**config.mk**
```make
export PLATFORM = sky130hd
export DESIGN_NAME = rst_sequencer
export DESIGN_NICKNAME = d
export VERILOG_FILES = /design/src/rtl/rst_sequencer_pkg.sv /design/src/rtl/rst_sequencer_sync2.sv /design/src/rtl/rst_sequencer.sv
export SDC_FILE = /design/constraint.sdc
export NUM_CORES = 1
export LEC_CHECK = 0
export CAP_MARGIN = 40
export CORE_MARGIN = 4
export CORE_UTILIZATION = 57
export CTS_CLUSTER_SIZE = 10
export DETAILED_ROUTE_END_ITERATION = 16
export HOLD_SLACK_MARGIN = 0.05
export PLACE_DENSITY = 0.81
export SLEW_MARGIN = 30
export SYNTH_ARGS = -nofsm -noshare
export SYNTH_HDL_FRONTEND = slang
export SYNTH_SLANG_ARGS = --single-unit
```
**constraint.sdc**
```tcl
create_clock -name CLK -period 2.85 [get_ports CLK]
set_input_delay 0.7125 -clock CLK [delete_from_list [all_inputs] [get_ports CLK]]
set_output_delay 0.7125 -clock CLK [all_outputs]
set_load 0.005 [all_outputs]
```
**src/rtl/rst_sequencer_pkg.sv**
```systemverilog
// Shared state encodings, default timing parameters and counter sizing helper
// for the staged DRAM/user reset sequencer.
package rst_sequencer_pkg;

  typedef enum logic [2:0] {
    ST_HOLD     = 3'd0,
    ST_WAIT_CAL = 3'd1,
    ST_SETTLE   = 3'd2,
    ST_RUN      = 3'd3,
    ST_FAIL     = 3'd4
  } state_t;

  localparam int DEF_HOLD_CYCLES    = 16;
  localparam int DEF_TIMEOUT_CYCLES = 65536;
  localparam int DEF_SETTLE_CYCLES  = 8;
  localparam int DEF_MAX_RETRY      = 3;

  // Counter only ever reaches (largest cycle parameter - 1), never wraps.
  function automatic int cnt_width(input int a, input int b, input int c);
    int m;
    m = a;
    if (b > m) m = b;
    if (c > m) m = c;
    return (m < 2) ? 1 : $clog2(m);
  endfunction

endpackage

```
**src/rtl/rst_sequencer_sync2.sv**
```systemverilog
// Two-flop synchronizer for CALIB_DONE crossing from the DRAM clock domain;
// resets to 0 so calibration is never seen as done out of reset.
module rst_sequencer_sync2 (
  input  logic CLK,
  input  logic RST_X,
  input  logic D,
  output logic Q
);

  logic meta;

  always_ff @(posedge CLK or negedge RST_X) begin
    if (!RST_X) begin
      meta <= 1'b0;
      Q    <= 1'b0;
    end else begin
      meta <= D;
      Q    <= meta;
    end
  end

endmodule

```
**src/rtl/rst_sequencer.sv**
```systemverilog
// Staged reset sequencer: releases the DRAM controller, waits for calibration
// with timeout/retry, then releases user logic. RST_SEQ_CALIB_SYNC_EN adds a
// 2-flop synchronizer on CALIB_DONE.
//
// state    | meaning
// HOLD     | DRAM controller held in reset for HOLD_CYCLES
// WAIT_CAL | DRAM released, waiting for calibration (timeout guarded)
// SETTLE   | calibration seen, must stay high SETTLE_CYCLES
// RUN      | user logic released, INIT_DONE high
// FAIL     | retries exhausted, sticky ERR until SOFT_RST/RST_X
module rst_sequencer
  import rst_sequencer_pkg::*;
#(
  parameter int HOLD_CYCLES    = DEF_HOLD_CYCLES,
  parameter int TIMEOUT_CYCLES = DEF_TIMEOUT_CYCLES,
  parameter int SETTLE_CYCLES  = DEF_SETTLE_CYCLES,
  parameter int MAX_RETRY      = DEF_MAX_RETRY
) (
  input  logic       CLK,
  input  logic       RST_X,
  input  logic       CALIB_DONE,
  input  logic       SOFT_RST,
  output logic       DRAMC_RST_X,
  output logic       USER_RST_X,
  output logic       INIT_DONE,
  output logic       ERR,
  output logic [3:0] RETRY_CNT
);

  localparam int CW = cnt_width(HOLD_CYCLES, TIMEOUT_CYCLES, SETTLE_CYCLES);
  localparam logic [CW-1:0] HOLD_TC    = CW'(HOLD_CYCLES - 1);
  localparam logic [CW-1:0] TIMEOUT_TC = CW'(TIMEOUT_CYCLES - 1);
  localparam logic [CW-1:0] SETTLE_TC  = CW'(SETTLE_CYCLES - 1);
  localparam logic [3:0]    RETRY_MAX  = 4'(MAX_RETRY);

  logic cal;

`ifdef RST_SEQ_CALIB_SYNC_EN
  rst_sequencer_sync2 u_sync2 (
    .CLK   (CLK),
    .RST_X (RST_X),
    .D     (CALIB_DONE),
    .Q     (cal)
  );
`else
  assign cal = CALIB_DONE;
`endif

  state_t        state, state_d;
  logic [CW-1:0] cnt, cnt_d;
  logic          dramc_d, user_d, done_d, err_d;
  logic [3:0]    retry_d;

  always_ff @(posedge CLK or negedge RST_X) begin
    if (!RST_X) begin
      state       <= ST_HOLD;
      cnt         <= '0;
      DRAMC_RST_X <= 1'b0;
      USER_RST_X  <= 1'b0;
      INIT_DONE   <= 1'b0;
      ERR         <= 1'b0;
      RETRY_CNT   <= 4'd0;
    end else begin
      state       <= state_d;
      cnt         <= cnt_d;
      DRAMC_RST_X <= dramc_d;
      USER_RST_X  <= user_d;
      INIT_DONE   <= done_d;
      ERR         <= err_d;
      RETRY_CNT   <= retry_d;
    end
  end

  always_comb begin
    state_d = state;
    cnt_d   = cnt;
    dramc_d = DRAMC_RST_X;
    user_d  = USER_RST_X;
    done_d  = INIT_DONE;
    err_d   = ERR;
    retry_d = RETRY_CNT;

    if (SOFT_RST) begin
      state_d = ST_HOLD;
      cnt_d   = '0;
      dramc_d = 1'b0;
      user_d  = 1'b0;
      done_d  = 1'b0;
      err_d   = 1'b0;
      retry_d = 4'd0;
    end else begin
      case (state)
        ST_HOLD: begin
          dramc_d = 1'b0;
          user_d  = 1'b0;
          done_d  = 1'b0;
          if (cnt == HOLD_TC) begin
            state_d = ST_WAIT_CAL;
            cnt_d   = '0;
            dramc_d = 1'b1;
          end else begin
            cnt_d = cnt + CW'(1);
          end
        end
        ST_WAIT_CAL: begin
          // Calibration takes precedence over a timeout landing on the same cycle.
          if (cal) begin
            state_d = ST_SETTLE;
            cnt_d   = '0;
          end else if (cnt == TIMEOUT_TC) begin
            cnt_d   = '0;
            dramc_d = 1'b0;
            if (RETRY_CNT < RETRY_MAX) begin
              state_d = ST_HOLD;
              retry_d = RETRY_CNT + 4'd1;
            end else begin
              state_d = ST_FAIL;
              err_d   = 1'b1;
            end
          end else begin
            cnt_d = cnt + CW'(1);
          end
        end
        ST_SETTLE: begin
          if (!cal) begin
            state_d = ST_WAIT_CAL;
            cnt_d   = '0;
          end else if (cnt == SETTLE_TC) begin
            state_d = ST_RUN;
            cnt_d   = '0;
            user_d  = 1'b1;
            done_d  = 1'b1;
          end else begin
            cnt_d = cnt + CW'(1);
          end
        end
        ST_RUN: begin
          if (!cal) begin
            state_d = ST_HOLD;
            cnt_d   = '0;
            dramc_d = 1'b0;
            user_d  = 1'b0;
            done_d  = 1'b0;
            retry_d = 4'd0;
          end
        end
        ST_FAIL: begin
          dramc_d = 1'b0;
          user_d  = 1'b0;
          done_d  = 1'b0;
          err_d   = 1'b1;
        end
        default: begin
          state_d = ST_HOLD;
          cnt_d   = '0;
          dramc_d = 1'b0;
          user_d  = 1'b0;
          done_d  = 1'b0;
        end
      endcase
    end
  end

endmodule

```
### Word-level counts from Yosys, hierarchy flattened

Index checks and enable logic that the tools add are counted.

* bits in registers: 26
* output and inout port bits: 8

* add/subtract/negate cells: 2
* $lt $le $gt $ge: 1
* eq/ne operators: 20
* muxes and demuxes: 38
* reduce and logical (&&, ||, !) cells: 9

Operators with widths (count)
* 16-bit two-way mux: 7
* 16-bit one-hot mux with 5 select lines: 1
* 3-bit two-way mux: 8
* 3-bit inequality test, second input constant: 8
* 4-bit two-way mux: 5
* 16-bit by 1-bit adder with 16-bit output, second input constant: 1
* 16-bit == test, second input constant: 1
* 16-bit by 3-bit == test with 1-bit output, second input constant: 1
* 16-bit by 4-bit == test with 1-bit output, second input constant: 1
* 3-bit one-hot mux with 5 select lines: 1
* 1-bit two-way mux: 12
* 4-bit AND reduction: 3
* 5-bit AND reduction: 2
* 4-bit inequality test, second input constant: 2
* 4-bit one-hot mux with 2 select lines: 1
* 3-bit by 2-bit == test with 1-bit output, second input constant: 2
* 2-bit inequality test, second input constant: 3
* 3-bit nonzero test: 2
* 4-bit by 1-bit adder with 4-bit output, second input constant: 1
* 4-bit by 2-bit < comparator with 1-bit output, second input constant: 1
* 1-bit one-hot mux with 4 select lines: 1
* 3-bit by 1-bit == test with 1-bit output, second input constant: 1
* 3-bit == test, second input constant: 1
* 3-bit logical NOT: 1
* 3 further kinds: 3

### Longest topological paths before layout

Gate-level depths: netlist of the first run.

* depth after elaboration: 6
* gate-level depth with buffers: 7
* depth with buffers taken out: 7

### Least setup slack after synthesis of the first run

OpenSTA, ideal clock, no wires.

* path type: register -> register
* start point: reg cnt[8]
* end point: reg cnt[3]
* library setup time: 0.121 ns
* arrival: 1.920 ns
* data required time: 2.729 ns
* setup slack: 0.809 ns
* stages on the path, launching flop included: 7
* buffers on the path: 0
* clock period less this slack: 2.041 ns
* cell sequence: dfrtp_1 -> or4_4 -> o41ai_2 -> a2111o_2 -> a21o_4 -> o21ai_1 -> a22o_1

* longest elaborated chain between the ends: 5
* elaborated cells on any way between the ends: 10

RTL lines
* from (decl): RTL line rst_sequencer.sv:50 `logic [CW-1:0] cnt, cnt_d;`
* from (signal assigned): RTL line rst_sequencer.sv:65 `cnt <= cnt_d;`
* 16-bit by 3-bit == test with 1-bit output or 16-bit == test (tied branches): RTL line rst_sequencer.sv:128, rst_sequencer.sv:110
* 16-bit two-way mux (on tied branches): RTL line rst_sequencer.sv:128, rst_sequencer.sv:110
* 16-bit two-way mux (on tied branches): RTL line rst_sequencer.sv:125, rst_sequencer.sv:107
* 16-bit one-hot mux with 5 select lines *: RTL line rst_sequencer.sv:92 `case (state)`
* 16-bit two-way mux *: RTL line rst_sequencer.sv:83 `if (SOFT_RST) begin`

Every way passes the cells marked *; elsewhere a longest branch is shown, timed or not.
A chain may end at the register's enable or synchronous reset.

### Worst setup path after layout of the first run

* start point: in CALIB_DONE
* end point: reg cnt[6]

* longest elaborated chain between the ends: 3
* elaborated cells on any way between the ends: 6

RTL lines
* from (decl): RTL line rst_sequencer.sv:21 `input logic CALIB_DONE,`
* 16-bit two-way mux (on tied branches): RTL line rst_sequencer.sv:125, rst_sequencer.sv:107
* 16-bit one-hot mux with 5 select lines: RTL line rst_sequencer.sv:92
* 16-bit two-way mux: RTL line rst_sequencer.sv:83

Several ways; a longest one is shown, not always the timed one.

==> run summary, run 1 <==
The final critical path takes up 82.5% of the cycle. Dividing the synthesized area by the synthesized cell count gives 9.73 µm². At the later pin of the worst-skew pair, clock insertion delay measures 320 ps. The count of nets left with antenna violations once routing finished came out at 0.

The category of the most critical setup path was in2reg. Relative to the synthesized area, the layout overhead comes to 13.1%. For the number of setup violations in the final report, the log shows 0. Tracing the worst setup path back leads to its startpoint at CALIB_DONE. The run gives 3100 ps as the required time of the worst setup path.

In this run, synthesis inferred 0 flip-flops with an integrated enable. The number of DRC violations after detailed-routing iteration 0 came out at 74. The clock period minus final worst setup slack came out at 2350 ps. STA puts the critical path data arrival time at 2600 ps. The tools report the capture point of the worst reg-to-reg path as cnt[15]. The final hold violation count came out at 0. 12 I/O pins were placed.

Transition time at the pin with the least slew margin: 553 ps. The number of antenna diodes in the final layout is 0. The total detailed-routing wirelength came out at 3.03 mm. The run finished with clean final reports. After clock tree synthesis, the clock-pin slew on the worst setup and hold paths is 130 ps.

The logs give 2 for the maximum count of clock buffers along a single path and 18 for the floorplan row count. Leakage power: 0.000752 µW. The total via count after detailed routing was 1,249; the worst clock skew on the final layout was 5.23 ps. The number of nets in the layout came out at 176. The endpoint of the worst setup timing path is cnt[6].

The launching element type of the critical path was an input pin. For the post-synthesis cell count, the log shows 154. The final weighted congestion of routability-driven global placement was 0.881. The floorplan step set the die height to 59.3 µm. Setup repair after global routing left no endpoint under its margin. In the routed design, unresolved DRC markers number 0. The final routed wire length divided by cell count was 15.2 µm. Leaving out fill and tap cells, the most frequent cells in the layout are sky130_fd_sc_hd__dfrtp_1, sky130_fd_sc_hd__clkdlybuf4s50_1, sky130_fd_sc_hd__nor2_1.

After detailed routing, the number of vias per cell comes to 6.28. The count of buffers added on input and output ports is 11. The number of setup buffers added after CTS is 0. Power per cell area: 354 mW/mm². From left edge to right edge, the die measures 59.3 µm. The library cell used most frequently in the layout, excluding fill and tap cells, is sky130_fd_sc_hd__dfrtp_1. The number of hold buffers added after CTS came out at 0. The total overflow left after global routing is 0.

The tools report the kind of capture point of the worst setup path as a flip-flop. For this run, the number of Yosys warnings is 0. When the netlist entered floorplanning its net count stood at 160. The run gives 1,160 as the number of global-route vias before repair. The highest net fanout along the worst path was 8; the slack of the worst reg-to-reg path was 560 ps. Setup total negative slack on the finished layout was measured at 0 ps. IR analysis of the VDD net gives a maximum drop of 0.303 mV.

The logs give 62.2% for the max-slew headroom at the worst pin and 0.00150 mm² for the synthesized cell area. Counting flops and latches in the post-synthesis netlist gives 26. Initial antenna violation count: 0. Dominant register cell in the synthesized netlist: sky130_fd_sc_hd__dfrtp_1.

The run gives 2.22 mm as the sum of net half-perimeters after detailed placement. TritonCTS built the clock tree. Cells with a size suffix above 1 make up 15.4% of the layout. The global-route wire length before repair is 5.28 mm, and the initial core utilization is 59.9%. The startpoint identified for the worst register-to-register timing path is cnt[8].

Summing all placed instances gives a cell area of 0.00166 mm². The class of the tightest hold or removal check was reg2reg. Excluding fillers, the count of instances in the completed layout stands at 199.

Entering global routing, the biggest net connects 27 pins. The tree built by TritonCTS fans out to 26 sinks. The core region is 0.00250 mm². The tools report the number of buffers added by the clock tree synthesis step as 3.

Including well taps, the total number of placed cells is 195. The logs give 0.00169 mm² for the post-route standard cell area excluding fillers and 1 for the maximum level of the CTS H-tree. Root buffer cell: sky130_fd_sc_hd__clkbuf_4. The count of cells resized by post-cts repair was 0; the global-route usage over all layers was 19.7%. The first TritonRoute pass finished after 4 iterations. Top achievable clock speed: 0.425 GHz. After synthesis, the share of flip-flops with an asynchronous set or reset is 100%. The number of cells on the worst reg-to-reg path is 7. The total count of max-transition violations in the final report was 0; the number of maximum-capacitance constraint violations was 0. For the floorplan die area, the log shows 0.00351 mm². For the number of distinct library cells after synthesis, the log shows 48. The portion of the post-synthesis area used by sequential elements was 43.4%.
-- cells in the mapped netlist (2+ instances only) --
master / n / area share [%]
sky130_fd_sc_hd__nor2_1: 10 / 2.5
sky130_fd_sc_hd__o21ai_1: 4 / 1.3
sky130_fd_sc_hd__ha_1: 2 / 1.7
sky130_fd_sc_hd__or3_1: 6 / 2.5
sky130_fd_sc_hd__o21ai_0: 7 / 2.3
sky130_fd_sc_hd__nand3_1: 6 / 2.0
sky130_fd_sc_hd__a21o_1: 3 / 1.5
sky130_fd_sc_hd__nand3b_1: 2 / 1.0
sky130_fd_sc_hd__and2_1: 2 / 0.84
sky130_fd_sc_hd__and4_1: 3 / 1.8
sky130_fd_sc_hd__xnor2_1: 2 / 1.2
sky130_fd_sc_hd__nor4_1: 2 / 0.84
sky130_fd_sc_hd__dfrtp_1: 26 / 43
sky130_fd_sc_hd__clkbuf_1: 2 / 0.50
sky130_fd_sc_hd__nand4b_1: 2 / 1.2
sky130_fd_sc_hd__or4_4: 3 / 2.3
sky130_fd_sc_hd__a31oi_1: 2 / 0.84
sky130_fd_sc_hd__nor2b_1: 3 / 1.3
sky130_fd_sc_hd__a22o_1: 6 / 3.5
sky130_fd_sc_hd__and3_1: 3 / 1.3
sky130_fd_sc_hd__nand2b_1: 2 / 0.84
sky130_fd_sc_hd__nor3_1: 4 / 1.3
sky130_fd_sc_hd__and3_2: 2 / 1.0
sky130_fd_sc_hd__inv_1: 8 / 2.0
sky130_fd_sc_hd__nand2_1: 6 / 1.5
sky130_fd_sc_hd__a21oi_1: 8 / 2.7
sky130_fd_sc_hd__nand4_1: 4 / 1.7
sky130_fd_sc_hd__xor2_1: 4 / 2.3
-- layout make-up --
type                            instances  area, µm²
Fill cell                             195        806
Sequential cell                        26        651
Tap cell                               30       37.5
Clock buffer                            4       36.3
Inverter                                8       30.0
Timing Repair Buffer                   16        148
Multi-Input combinational cell        115        792
-- sequential cells by signal (all words and copies together) (netlist names) --
name and flops:
cnt 16, RETRY_CNT 4, state 3, DRAMC_RST_X 1, ERR 1, INIT_DONE 1
-- how the worst min path moves through the flow --
stage	slack, ps	cells past startpoint	to	from
after floorplan	420	0	DRAMC_RST_X	RST_X
after global placement	470	1	ERR	ERR
after detailed placement	490	1	ERR	ERR
after CTS	520	1	ERR	ERR
after global routing	530	1	ERR	ERR
final	510	1	ERR	ERR
-- worst max-delay path, cell delays in order --
cell and delay (ps):
sky130_fd_sc_hd__clkdlybuf4s50_1 570, sky130_fd_sc_hd__o41ai_2 110, sky130_fd_sc_hd__a2111o_2 520, sky130_fd_sc_hd__a21o_4 260, sky130_fd_sc_hd__or3_1 340, sky130_fd_sc_hd__o21ai_0 80
-- logic make-up (layout without fill, tap and decap cells) --
logic type / Yosys count / in the layout / share of synthesized area, %
AO/OA/AOI/OAI: 40 / 40 / 19.3
XOR/XNOR: 6 / 6 / 3.51
adder cells (fa/ha/maj): 2 / 2 / 1.67
buffers and inverters: 13 / 28 / 3.68
flip-flops: 26 / 26 / 43.4
multiplexers: 2 / 2 / 1.42
AND/OR/NAND/NOR: 65 / 65 / 27.0
-- layer usage --
metal	wire [µm]	global-route usage, %	part of all wire [%]
met1	1430	28.1	47
met2	1460	29.8	48
met3	113	2.61	3.7
met4	29	8.41	0.96
met5	0	0	0
-- stage by stage --
step	utilization, %	power [µW]	hold slack [ps]	setup slack (ps)
finish	67.8	599	512	499
global route	67.8	631	529	426
CTS	67.8	607	520	511
detailed placement	66.3	425	490	168
global placement	66.3	424	466	234
floorplan	-	404	417	809
-- power by group --
group / switching (µW) / internal [µW]
logic: 25.0 / 16.9
clock network: 103 / 78.1
registers: 3.76 / 373
total: 131 / 468
Power figures use the tool's default switching activity.
==> run 2: changes to the inputs <==
clock period = 2.35 ns   (was 2.85 ns; I/O delays follow)
==> run summary, run 2 (same netlist as run 1, synthesis figures left out) <==
The worst vdd rail ir drop was 0.316 mV (+4.3%). The run finished with clean final reports. The maximum level of the CTS H-tree came out at 1 (unchanged). The post-route worst setup slack came out at 74.5 ps (-424 ps). The leakage power came out at 0.000796 µW (+5.7%). The library cells used most frequently in the layout, excluding fill and tap cells, are sky130_fd_sc_hd__dfrtp_1, sky130_fd_sc_hd__buf_4, sky130_fd_sc_hd__clkdlybuf4s50_1. The post-placement setup slack is -184 ps (-352 ps), and the number of setup violations in the final report is 0 (unchanged).

Setup repair after global routing left no endpoint under its margin. For the required time of the worst setup path, the log shows 2560 ps (-540 ps). Derived from the worst setup path, the maximum achievable clock frequency is 0.439 GHz.

The total of fill cells in the finished design was 203 (+4.1%). The post-route standard cell area excluding fillers is 0.00176 mm² (+3.9%). The sum of net half-perimeters after detailed placement is 2.54 mm (+14%), and the area after detailed placement is 0.00174 mm² (+4.8%). STA classifies the critical path startpoint as a flip-flop.

The run gives 27 (unchanged) as the maximum number of pins on one net before global-route repair. The buffer count from post-CTS setup fixing is 0 (unchanged). Number of DRC violations after detailed-routing iteration 0: 42 (-43%). In the finished design, the share of the clock period the worst path needs comes to 96.8%. The total detailed-routing wirelength was 3.34 mm (+10%). The run gives 21.7% (+2.1 points) as the global-route usage over all layers. The detailed-router iteration count before antenna repair is 4 (unchanged).

The total negative slack was 0 ps (unchanged); the area added between synthesis and finish was 17.5%. The maximum count of clock buffers along a single path came out at 2 (unchanged). The final weighted congestion of routability-driven global placement was 0.941 (+6.8%). Initial antenna violation count: 0 (unchanged). The remaining number of nets flagged by the antenna check after routing is 0 (unchanged). The TritonCTS sink count is 26 (unchanged), and the antenna diode count is 0 (unchanged).

The total via count after detailed routing came out at 1,312 (+5.0%). The number of design rule violations left after detail routing is 0 (unchanged). Clock-pin slew of the registers on the worst-case setup and hold paths: 130 ps (about the same). The final routed wire length divided by cell count was 16.1 µm (+5.9%); the number of hold buffers added after CTS was 0 (unchanged). The run gives 3.30 ps (-1.93 ps) as the worst clock skew on the final layout. Register with the most flip-flops: cnt. The run gives 0 (unchanged) as the total count of max-transition violations in the final report.

The area of the placeable core came out at 0.00250 mm² (unchanged). In this run the worst hold path is classified as reg2reg. The number of nets in the layout is 185 (+5.1%). The highest net fanout along the worst path works out to 6 (-2). Transition time at the pin with the least slew margin: 444 ps (-108 ps). The root buffer cell is sky130_fd_sc_hd__clkbuf_4. Number of buffers added by the clock tree synthesis step: 3 (unchanged). The latest clock arrival within the worst-skew pair is 310 ps (about the same). The library cell used most frequently in the layout, excluding fill and tap cells, is sky130_fd_sc_hd__dfrtp_1. The worst path in the final design needs a cycle of 2280 ps, including I/O delays and setup.

Number of maximum-capacitance constraint violations: 0 (unchanged). The overall die width was 59.3 µm (unchanged); the signal arrival time at the worst endpoint was 2490 ps (-110 ps). The initial core utilization was 59.9% (unchanged); the height of the chip was 59.3 µm (unchanged).

The largest registers in the layout are cnt (16), RETRY_CNT (4), state (3). Floorplan row count: 18 (unchanged). TritonCTS built the clock tree. The floorplan die area is 0.00351 mm² (unchanged). The final hold violation count is 0 (unchanged), and the power per cell area is 395 mW/mm² (+12%). Port buffer count: 11 (unchanged).

The tools report the total I/O pin count as 12 (unchanged). The run gives 0 (unchanged) as the total overflow reported by the global router. Count of cells resized by post-cts repair: 0 (unchanged). The max-slew headroom at the worst pin was 70.1% (+7.9 points); the share of post-route cells with drive strength above 1 was 19.2% (+3.8 points). The number of vias per cell was 6.34 (+0.98%); the number of global-route vias before repair was 1,313 (+13%). The global-route wire length before repair was 5.79 mm (+9.7%). The category of the most critical setup path was reg2reg. The kind of capture point of the worst setup path is a flip-flop.

The flip-flop count of the largest register after layout works out to 16 (unchanged).
## run 2: cell count changes in the layout (fill, tap and decap cells not counted), sizes merged
cell | before | now
buf | 5 | 14
clkbuf | 4 | 3
## run 2: layout make-up
type	instances	area (µm²)	share of cell area, %
Multi-Input combinational cell	115	792	45.0
Tap cell	30	37.5	2.13
Timing Repair Buffer	25	228	12.9
Clock buffer	3	22.5	1.28
Inverter	8	30.0	1.71
Sequential cell	26	651	37.0
## run 2: worst paths after layout
check | to | startpoint | depth (start not counted) | slack, ps
min in group asynchronous | cnt[11] | RST_X | 2 | 620
setup / recovery | cnt[3] | cnt[6] | 7 | 70
max in group asynchronous | state[0] | RST_X | 2 | 1480
hold / removal | ERR | ERR | 1 | 510
hold reg to reg | ERR | ERR | 1 | 510
setup reg to reg | cnt[3] | cnt[6] | 7 | 70
## run 2: power breakdown
part           switching [µW]  leakage, µW  internal [µW]
registers                4.51     0.000361            452
logic                    31.4     0.000421           23.9
clock network             124    0.0000138           59.9
total                     160     0.000796            536
## run 2: metal layers
metal	routed length (µm)	vias up	global-route usage [%]
met1	1520	665	27.6
met2	1680	25	37.4
met5	0	-	0
met3	121	2	3.92
li1	-	620	-
met4	19	0	6.15
## run 2: through the flow
stage / hold WS, ps / power (µW) / util (%) / std cells
floorplan: 292 / 490 / - / 154
global placement: 466 / 518 / 69.5 / 204
detailed placement: 483 / 521 / 69.5 / 204
CTS: 513 / 700 / 70.4 / 207
global route: 533 / 730 / 70.4 / 207
finish: 505 / 696 / 70.4 / 207
## run 2: critical path, cell delays in order, from the launching register on
cell	delay [ps]
sky130_fd_sc_hd__dfrtp_1	450
sky130_fd_sc_hd__or4_4	590
sky130_fd_sc_hd__o41ai_2	380
sky130_fd_sc_hd__a2111o_2	250
sky130_fd_sc_hd__a21o_4	150
sky130_fd_sc_hd__buf_4	120
sky130_fd_sc_hd__o21ai_1	60
sky130_fd_sc_hd__a22o_1	170
